===== src/rtl/quad_steer_gen_if.sv =====
// Bundle of the control inputs and quadrature/position outputs of quad_steer_gen.
// The controller side (bench or host logic) uses the master modport; the
// generator itself uses the slave modport.
interface quad_steer_gen_if #(
  parameter int NCH  = 2,
  parameter int DIVW = 16,
  parameter int POSW = 8
);
  logic [DIVW-1:0]     clkdiv;
  logic                accel_en;
  logic [NCH-1:0]      left;
  logic [NCH-1:0]      right;
  logic [2*NCH-1:0]    steer;
  logic [NCH*POSW-1:0] pos;
  logic [NCH-1:0]      moving;

  modport master (
    output clkdiv, accel_en, left, right,
    input  steer, pos, moving
  );

  modport slave (
    input  clkdiv, accel_en, left, right,
    output steer, pos, moving
  );
endinterface


===== src/rtl/quad_steer_gen.sv =====
// Multi-channel quadrature step generator. Each channel runs an IDLE/RUN_L/RUN_R
// machine that emits Gray-coded {A,B} steps at a programmable period. The
// position counter tracks the steps, and an optional ramp halves the period
// every ACCEL_STEPS steps, down to clkdiv/8.
module quad_steer_gen #(
  parameter int NCH         = 2,
  parameter int DIVW        = 16,
  parameter int POSW        = 8,
  parameter int ACCEL_STEPS = 8
) (
  input  logic           CLK,
  input  logic           RESET,
  quad_steer_gen_if.slave bus
);

  // Step-in-level counter runs 0..ACCEL_STEPS-1; keep at least one bit.
  localparam int SW = (ACCEL_STEPS < 2) ? 1 : $clog2(ACCEL_STEPS);
  localparam logic [SW-1:0] ACC_LAST = SW'(ACCEL_STEPS - 1);

  typedef enum logic [1:0] {
    ST_IDLE  = 2'd0,
    ST_RUN_L = 2'd1,
    ST_RUN_R = 2'd2
  } state_t;

  // Gray walk 00->01->11->10 when moving right, the reverse when moving left.
  function automatic logic [1:0] phase_step(input logic [1:0] ph, input logic fwd);
    logic [1:0] r;
    case (ph)
      2'b00:   r = fwd ? 2'b01 : 2'b10;
      2'b01:   r = fwd ? 2'b11 : 2'b00;
      2'b11:   r = fwd ? 2'b10 : 2'b01;
      default: r = fwd ? 2'b00 : 2'b11;
    endcase
    return r;
  endfunction

  // Period in CLK cycles; with the ramp active it shrinks by one octave per
  // level but never below one cycle.
  function automatic logic [DIVW-1:0] eff_period(input logic [DIVW-1:0] div,
                                                 input logic [1:0]      lvl,
                                                 input logic            acc);
    logic [DIVW-1:0] sh;
    logic [DIVW-1:0] r;
    sh = div >> lvl;
    if (!acc)          r = div;
    else if (sh == '0) r = DIVW'(1);
    else               r = sh;
    return r;
  endfunction

  logic [1:0]      ph_w  [NCH];
  logic [POSW-1:0] pos_w [NCH];
  logic            mov_w [NCH];

  for (genvar g = 0; g < NCH; g++) begin : g_ch
    state_t          state_q, state_d;
    logic [DIVW-1:0] div_q, div_base, period;
    logic [SW-1:0]   scnt_q, scnt_base;
    logic [1:0]      lvl_q, lvl_base;
    logic [1:0]      ph_q;
    logic [POSW-1:0] pos_q;
    logic            entering, running, fwd, step;

    // Decode the left/right pair into the target state; both or neither means idle.
    always_comb begin
      state_d = ST_IDLE;
      if (bus.left[g] && !bus.right[g])      state_d = ST_RUN_L;
      else if (bus.right[g] && !bus.left[g]) state_d = ST_RUN_R;
    end

    // A state change restarts the divider and the ramp in the same cycle, so
    // the first step lands exactly one period after the request is seen.
    assign entering  = (state_d != state_q);
    assign running   = (state_d != ST_IDLE);
    assign fwd       = (state_d == ST_RUN_R);
    assign div_base  = entering ? '0 : div_q;
    assign scnt_base = entering ? '0 : scnt_q;
    assign lvl_base  = entering ? 2'd0 : lvl_q;
    assign period    = eff_period(bus.clkdiv, lvl_base, bus.accel_en);
    // >= lets a shortened period fire at once instead of wrapping the divider.
    assign step      = running && (bus.clkdiv != '0) && (div_base >= period - DIVW'(1));

    // Channel state, divider, ramp and registered quadrature/position outputs.
    always_ff @(posedge CLK) begin
      if (RESET) begin
        state_q <= ST_IDLE;
        div_q   <= '0;
        scnt_q  <= '0;
        lvl_q   <= '0;
        ph_q    <= '0;
        pos_q   <= '0;
      end else begin
        state_q <= state_d;
        div_q   <= div_base;
        scnt_q  <= scnt_base;
        lvl_q   <= lvl_base;
        if (step) begin
          div_q <= '0;
          ph_q  <= phase_step(ph_q, fwd);
          pos_q <= fwd ? pos_q + POSW'(1) : pos_q - POSW'(1);
          if (bus.accel_en) begin
            if (scnt_base == ACC_LAST) begin
              scnt_q <= '0;
              if (lvl_base != 2'd3) lvl_q <= lvl_base + 2'd1;
            end else begin
              scnt_q <= scnt_base + SW'(1);
            end
          end
        end else if (running && (bus.clkdiv != '0)) begin
          div_q <= div_base + DIVW'(1);
        end
        if (!bus.accel_en) begin
          lvl_q  <= '0;
          scnt_q <= '0;
        end
      end
    end

    assign ph_w[g]  = ph_q;
    assign pos_w[g] = pos_q;
    assign mov_w[g] = (state_q != ST_IDLE);
  end

  // Pack the per-channel results onto the output buses.
  always_comb begin
    bus.steer  = '0;
    bus.pos    = '0;
    bus.moving = '0;
    for (int i = 0; i < NCH; i++) begin
      bus.steer[2*i +: 2]     = ph_w[i];
      bus.pos[POSW*i +: POSW] = pos_w[i];
      bus.moving[i]           = mov_w[i];
    end
  end

endmodule


===== src/flat_wrapper.sv =====
// flat-port wrapper written by rule: the top's interface ports become plain ports
module quad_steer_gen_flat 
#(
  parameter int NCH         = 2,
  parameter int DIVW        = 16,
  parameter int POSW        = 8,
  parameter int ACCEL_STEPS = 8
)
  (CLK, RESET, bus_clkdiv, bus_accel_en, bus_left, bus_right, bus_steer, bus_pos, bus_moving);
  quad_steer_gen_if #(.NCH(NCH), .DIVW(DIVW), .POSW(POSW)) bus_i ();
  input  logic CLK;
  input  logic RESET;
  input wire logic [$bits(bus_i.clkdiv)-1:0] bus_clkdiv;
  input wire logic [$bits(bus_i.accel_en)-1:0] bus_accel_en;
  input wire logic [$bits(bus_i.left)-1:0] bus_left;
  input wire logic [$bits(bus_i.right)-1:0] bus_right;
  output wire logic [$bits(bus_i.steer)-1:0] bus_steer;
  output wire logic [$bits(bus_i.pos)-1:0] bus_pos;
  output wire logic [$bits(bus_i.moving)-1:0] bus_moving;
  assign bus_i.clkdiv = bus_clkdiv;
  assign bus_i.accel_en = bus_accel_en;
  assign bus_i.left = bus_left;
  assign bus_i.right = bus_right;
  assign bus_steer = bus_i.steer;
  assign bus_pos = bus_i.pos;
  assign bus_moving = bus_i.moving;
  quad_steer_gen #(.NCH(NCH), .DIVW(DIVW), .POSW(POSW), .ACCEL_STEPS(ACCEL_STEPS)) u_core (.CLK(CLK), .RESET(RESET), .bus(bus_i));
endmodule

===== config.mk =====
export PLATFORM = sky130hd
export DESIGN_NAME = quad_steer_gen_flat
export DESIGN_NICKNAME = d
export VERILOG_FILES = /design/src/rtl/quad_steer_gen_if.sv /design/src/rtl/quad_steer_gen.sv /design/src/flat_wrapper.sv
export SDC_FILE = /design/constraint.sdc
export NUM_CORES = 1
export LEC_CHECK = 0
export BUFFER_PORTS_ARGS = -buffer_cell sky130_fd_sc_hd__buf_2
export CORE_MARGIN = 1.5
export CORE_UTILIZATION = 60
export CTS_CLUSTER_DIAMETER = 100
export CTS_CLUSTER_SIZE = 12
export DETAILED_ROUTE_END_ITERATION = 10
export PLACE_DENSITY = 0.79
export SLEW_MARGIN = 20
export SYNTH_ARGS = -nofsm -noshare
export SYNTH_HDL_FRONTEND = slang
export SYNTH_SLANG_ARGS = --single-unit

===== constraint.sdc =====
create_clock -name CLK -period 14.9 [get_ports CLK]
set_clock_uncertainty 0.05 [all_clocks]
set_input_delay 1.49 -clock CLK [delete_from_list [all_inputs] [get_ports CLK]]
set_output_delay 1.49 -clock CLK [all_outputs]
set_load 0.01 [all_outputs]

# After elaboration in Yosys (flattened, before gate mapping)
# Index checks and enable logic that the tools add are counted.
# classes
n_addsub	12
order_cmp	2
n_eq_ne	12
shifts	2
muxes	38
bitwise_logic	1
n_reduce_logical	24
# ops
operator	n
$mux 16	8
$mux 2	20
$add 16x1->16 const B	2
$ge 16x16->1	2
$logic_not 16->1	2
$shr 16x2->16	2
$sub 16x1->16 const B	2
$mux 3	6
$add 8x1->8 const B	2
$mux 8	2
$reduce_bool 16->1	1
$sub 8x1->8 const B	2
$pmux 2 s3	2
$eq 2x2->1 const B	4
$logic_and 1x1->1	8
$reduce_bool 2->1	4
$add 3x1->3 const B	2
$eq 3x3->1 const B	2
$reduce_or 2->1	3
$add 2x1->2 const B	2
$eq 2x1->1 const B	2
$logic_not 1->1	4
$logic_not 2->1	2
$ne 2x2->1	2
other kinds (2)	3
# totals
reg_bits	66
input_bits	23
output_inout_bits	22
elab_cells	103

# Logic depth before layout (Yosys ltp)
# depth
word_depth	14
mapped_depth	27
mapped_depth_nobuf	23

# Worst setup path before layout
# No wires, ideal clock.
# synth_timing
kind	input port to flip-flop
start	input port bus_left[1]
end	register u_core.g_ch[1].div_q[0]
setup_time_ns	0.128
arrival_ns	5.988
t_required_ns	14.722
setup_slack_ns	8.735
cell_stages	24
n_path_buf	3
path_cell_list	inv_1 -> ha_1 -> buf_6 -> xor2_4 -> nor3_2 -> nor3_1 -> o2111ai_1 -> nor4b_4 -> a21oi_1 -> a2bb2oi_1 -> ha_1 -> nand4_1 -> nor3_1 -> nand2_1 -> xnor2_1 -> ha_1 -> nand4_1 -> a211oi_1 -> a21oi_1 -> nor3_2 -> or2_2 -> clkbuf_1 -> clkbuf_1 -> nor2_1
# synth_via
elab_chain_cells	14
word_cells_on_any_way	20
cone_classes	add/sub (2); order compare (1); eq/ne (1); shift (1); mux (7); reduce/logical (8)
# synth_lines
element	line	rtl
start: declaration	flat_wrapper.sv:15	input wire logic [$bits(bus_i.left)-1:0] bus_left;
$logic_not 1->1	quad_steer_gen.sv:69	else if (bus.right[g] && !bus.left[g]) state_d = ST_RUN_R;
$logic_and 1x1->1	quad_steer_gen.sv:69	
$mux 2	quad_steer_gen.sv:69	
$mux 2 *	quad_steer_gen.sv:68	if (bus.left[g] && !bus.right[g]) state_d = ST_RUN_L;
net u_core.g_ch[1].state_d[1]	quad_steer_gen.sv:57	state_t state_q, state_d;
$ne 2x2->1	quad_steer_gen.sv:74	assign entering = (state_d != state_q);
$mux 2	quad_steer_gen.sv:79	assign lvl_base = entering ? 2'd0 : lvl_q;
$shr 16x2->16	quad_steer_gen.sv:45	sh = div >> lvl;
$logic_not 16->1	quad_steer_gen.sv:47	else if (sh == '0) r = DIVW'(1);
$mux 16	quad_steer_gen.sv:47	
$mux 16	quad_steer_gen.sv:46	if (!acc) r = div;
$sub 16x1->16	quad_steer_gen.sv:82	assign step = running && (bus.clkdiv != '0) && (div_base >= period - DIVW'(1));
$ge 16x16->1	quad_steer_gen.sv:82	
$logic_and 1x1->1	quad_steer_gen.sv:82	
$reduce_or 2->1 (no line)	-	
end signal: assignment	quad_steer_gen.sv:95	div_q <= div_base;
end signal: assignment	quad_steer_gen.sv:111	div_q <= div_base + DIVW'(1);
end: declaration	quad_steer_gen.sv:58	logic [DIVW-1:0] div_q, div_base, period;
# The timed path passes the listed nets; every way through them passes the cells marked *.
# A chain may end at the register's enable or synchronous reset.

# Worst setup path after layout
# layout_timing
start	input port bus_left[1]
end	register u_core.g_ch[1].div_q[11]
# Same word-level chain as after synthesis.

==> results.md <==
- Worst-skew pair later-pin latency: 360 ps
- DP HPWL: 13490 um
- Post-synth top area cell: dfxtp_1
- CP max FO: 30
- Die height: 107.5 um
- Power Density: 63.50 nW/um^2
- Layout cells sized above 1: 11.88%
- Distinct cells, synth: 73
- Worst slew margin: 31.94%
- Initial antenna violation count: 0
- Commonest cells in the netlist: nor2_1, dfxtp_1, ha_1
- Outcome: finished clean
- Final hold slack: 484.4 ps
- Area growth syn-to-layout: 6.727%
- Period Utilization, post-route: 45.83%
- Syn nets: 892
- Core area: 10460 um^2
- Ys Warns: 0
- Adder-cell share of the synthesized area: 11.31%
- CTS Hold Bufs: 0
- Clk buf depth: 2
- Post-Route WL: 18180 um
- Row count: 37
- Root Buffer: clkbuf_8
- Switching Fraction: 31.56%
- Total negative slack: 0 ps
- Final min period: 6829 ps
- Vias per inst: 6.680
- Worst endpoint data arrival time: 7060 ps
- Number of setup buffers added after CTS: 0
- Compound-gate portion of the synthesized area: 20.47%
- NetSw: 0.1401 mW
- Final Hold Fails: 0
- Slew @ Worst Pin: 1019 ps
- Crit-path slowest cell: nor4b_4
- ANT nets after route: 0
- CTS buffer count: 9
- Max Slew Vio Count: 0
- Comb pwr share: 19.6%
- H-tree Lvls: 3
- Worst EP required: 15130 ps
- Ys async rst share: 0%
- Mapped Area: 6548 um^2
- Crit path launch type: input pin
- Crit path capture type: flip-flop
- Crit path buf inv count: 4
- DR vias: 6419
- Seq/Total Area, Yosys: 20.18%
- Gpl congestion: 1.051
- Area of the multi-input gates: 4883 um^2
- Pleak: 2.921 nW
- TritonCTS clock tree: built
- First-pass GRT wire length: 30130 um
- Worst path top cell family by delay: simple AND/OR/NAND/NOR gates
- Largest family of logic cells by synthesized area: simple AND/OR/NAND/NOR gates
- Reg clk slew, reported paths: 80 ps
- Pre-antenna DRT Iters: 7
- Max-cap viol count: 0
- Detailed Route Iter0 Violations: 679
- Nets: 901
- Post-synth EDFFs: 0
- Unrepaired setup endpoints after global routing: no
- HP Class: flip-flop to flip-flop
- WL per Instance: 18.91 um
- Most common cell in the netlist: nor2_1
- Clock power frac: 40.1%
- Mapped Cells: 811
- Post-Synth XOR/XNOR Area: 12.13%
- Largest net degree at the start of global routing: 31
- Post-CTS Resized: 0
- Global-route usage over all layers: 32.71%
- Final setup violation count: 0
- N_diodes: 0
- Sink Count: 66
- Filler instances: 886
- Worst path max stage delay: 490 ps
- Flops & latches, synth: 66
- Die Wd: 107.5 um
- Max IR drop VDD: 58.96 uV
- FF/Latch Area: 1321 um^2
- Vias in the first global route: 6109
- Post-synth top area share: 20.18%
- Achievable Freq: 146.4 MHz
- Reg power frac: 40.3%
- Synthesized-area fraction occupied by and/or/nand/nor cells: 23.87%
- DRC errors left: 0
- Internal: 0.3037 mW
- Post-synthesis mux area share: 6.631%
- Total congestion overflow: 0
- # port buffers: 44
- Top Ports: 45
- Die Area: 11550 um^2
- Top_reg_cell synth: dfxtp_1
- CP Class: input pin to flip-flop
- Synth Area per Inst: 8.073 um^2
- Top cells by area, synth: dfxtp_1, ha_1, xnor2_1
- Starting Density: 62.58%
-- sequential cells by signal, indices dropped and copies added, names as in the netlist --
signal,cells
u_core.g_ch.ph_q,4
u_core.g_ch.lvl_q,4
u_core.g_ch.div_q,32
u_core.g_ch.state_q,4
u_core.g_ch.scnt_q,6
u_core.g_ch.pos_q,16
-- layer usage --
metal | GRT usage [%] | wire [um] | up-vias
met5 | 0 | 0 | -
met2 | 50.55 | 7993 | 340
met3 | 7.627 | 1832 | 48
met1 | 44.32 | 7947 | 3026
li1 | - | - | 3005
met4 | 12.03 | 402 | 0
-- through the flow --
stage	total power, mW	utilization, %	std cells	setup slack [ps]	area (um^2)
finish	0.4437	66.79	961	8071	6988
CTS	0.4449	66.75	961	8194	6984
global placement	0.2641	64.54	945	7917	6753
detailed placement	0.2661	64.54	945	7821	6753
global route	0.4602	66.79	961	7668	6988
floorplan	0.2456	-	811	8735	6548
-- cells in the final DEF (no fill, tap or decap), types with 6 or more instances in the layout --
master | synthesis | final
nor2_1 | 82 | 82
xnor2_1 | 51 | 50
nand4_1 | 17 | 17
a2bb2oi_1 | 8 | 8
and2_1 | 9 | 9
nand2_1 | 36 | 36
nor3_1 | 28 | 28
a21oi_1 | 24 | 24
clkbuf_8 | 0 | 9
nor2b_1 | 12 | 12
o2bb2ai_1 | 6 | 6
inv_1 | 30 | 30
o21ai_0 | 22 | 22
a211oi_1 | 8 | 8
buf_2 | 13 | 44
a22oi_1 | 19 | 19
ha_1 | 56 | 56
a21o_1 | 21 | 21
dfxtp_1 | 66 | 66
and3_1 | 42 | 42
a31oi_1 | 10 | 10
mux2i_1 | 40 | 40
xor2_1 | 26 | 26
buf_4 | 3 | 6
nand3_1 | 26 | 26
o22ai_1 | 16 | 16
-- worst reg2reg max path: stages, from the launching register on --
cell	delay, ps
dfxtp_1	880
nor2b_1	580
a22oi_1	260
o32ai_1	310
nand4_1	220
nor4b_4	490
a21oi_1	80
a2bb2oi_1	180
ha_1	240
nand4_1	170
nor2b_1	90
xnor2_1	140
a21oi_1	80
ha_1	210
a2111o_1	340
a31oi_1	130
o21ai_0	100
a21oi_1	270
nor3_2	70
buf_4	220
or2_2	450
nor3_1	220
-- layout make-up --
cell class | count | area share, %
Clock buffer | 9 | 1.773
Clock inverter | 7 | 1.540
Inverter | 31 | 1.665
Multi-Input combinational cell | 662 | 69.88
Sequential cell | 66 | 18.91
Tap cell | 136 | 2.435
Timing Repair Buffer | 50 | 3.796
-- power groups by stage --
stage                     logic [mW]  registers (mW)  clock network, mW
final                         0.0869           0.179              0.178
after global routing          0.0942           0.179              0.187
after CTS                     0.0842           0.179              0.182
after detailed placement      0.0832           0.183                  0
after global placement        0.0812           0.183                  0
after floorplan               0.0629           0.183                  0
-- cells by family after synthesis --
group,Yosys count
compound gates,186
xor+xnor,83
fa+ha+maj,58
buf+inv,83
flops,66
mux,43
simple gates,292
-- path summary, 6_finish.rpt --
check,from,end,slack (ps),depth (start not counted)
min reg2reg,u_core.g_ch[0].pos_q[2],u_core.g_ch[0].pos_q[2],480,2
min,u_core.g_ch[0].pos_q[2],u_core.g_ch[0].pos_q[2],480,2
max reg2reg,u_core.g_ch[1].lvl_q[0],u_core.g_ch[1].div_q[11],9050,21
max,bus_left[1],u_core.g_ch[1].div_q[11],8070,25
No activity file was read; power rests on OpenSTA's default activity.
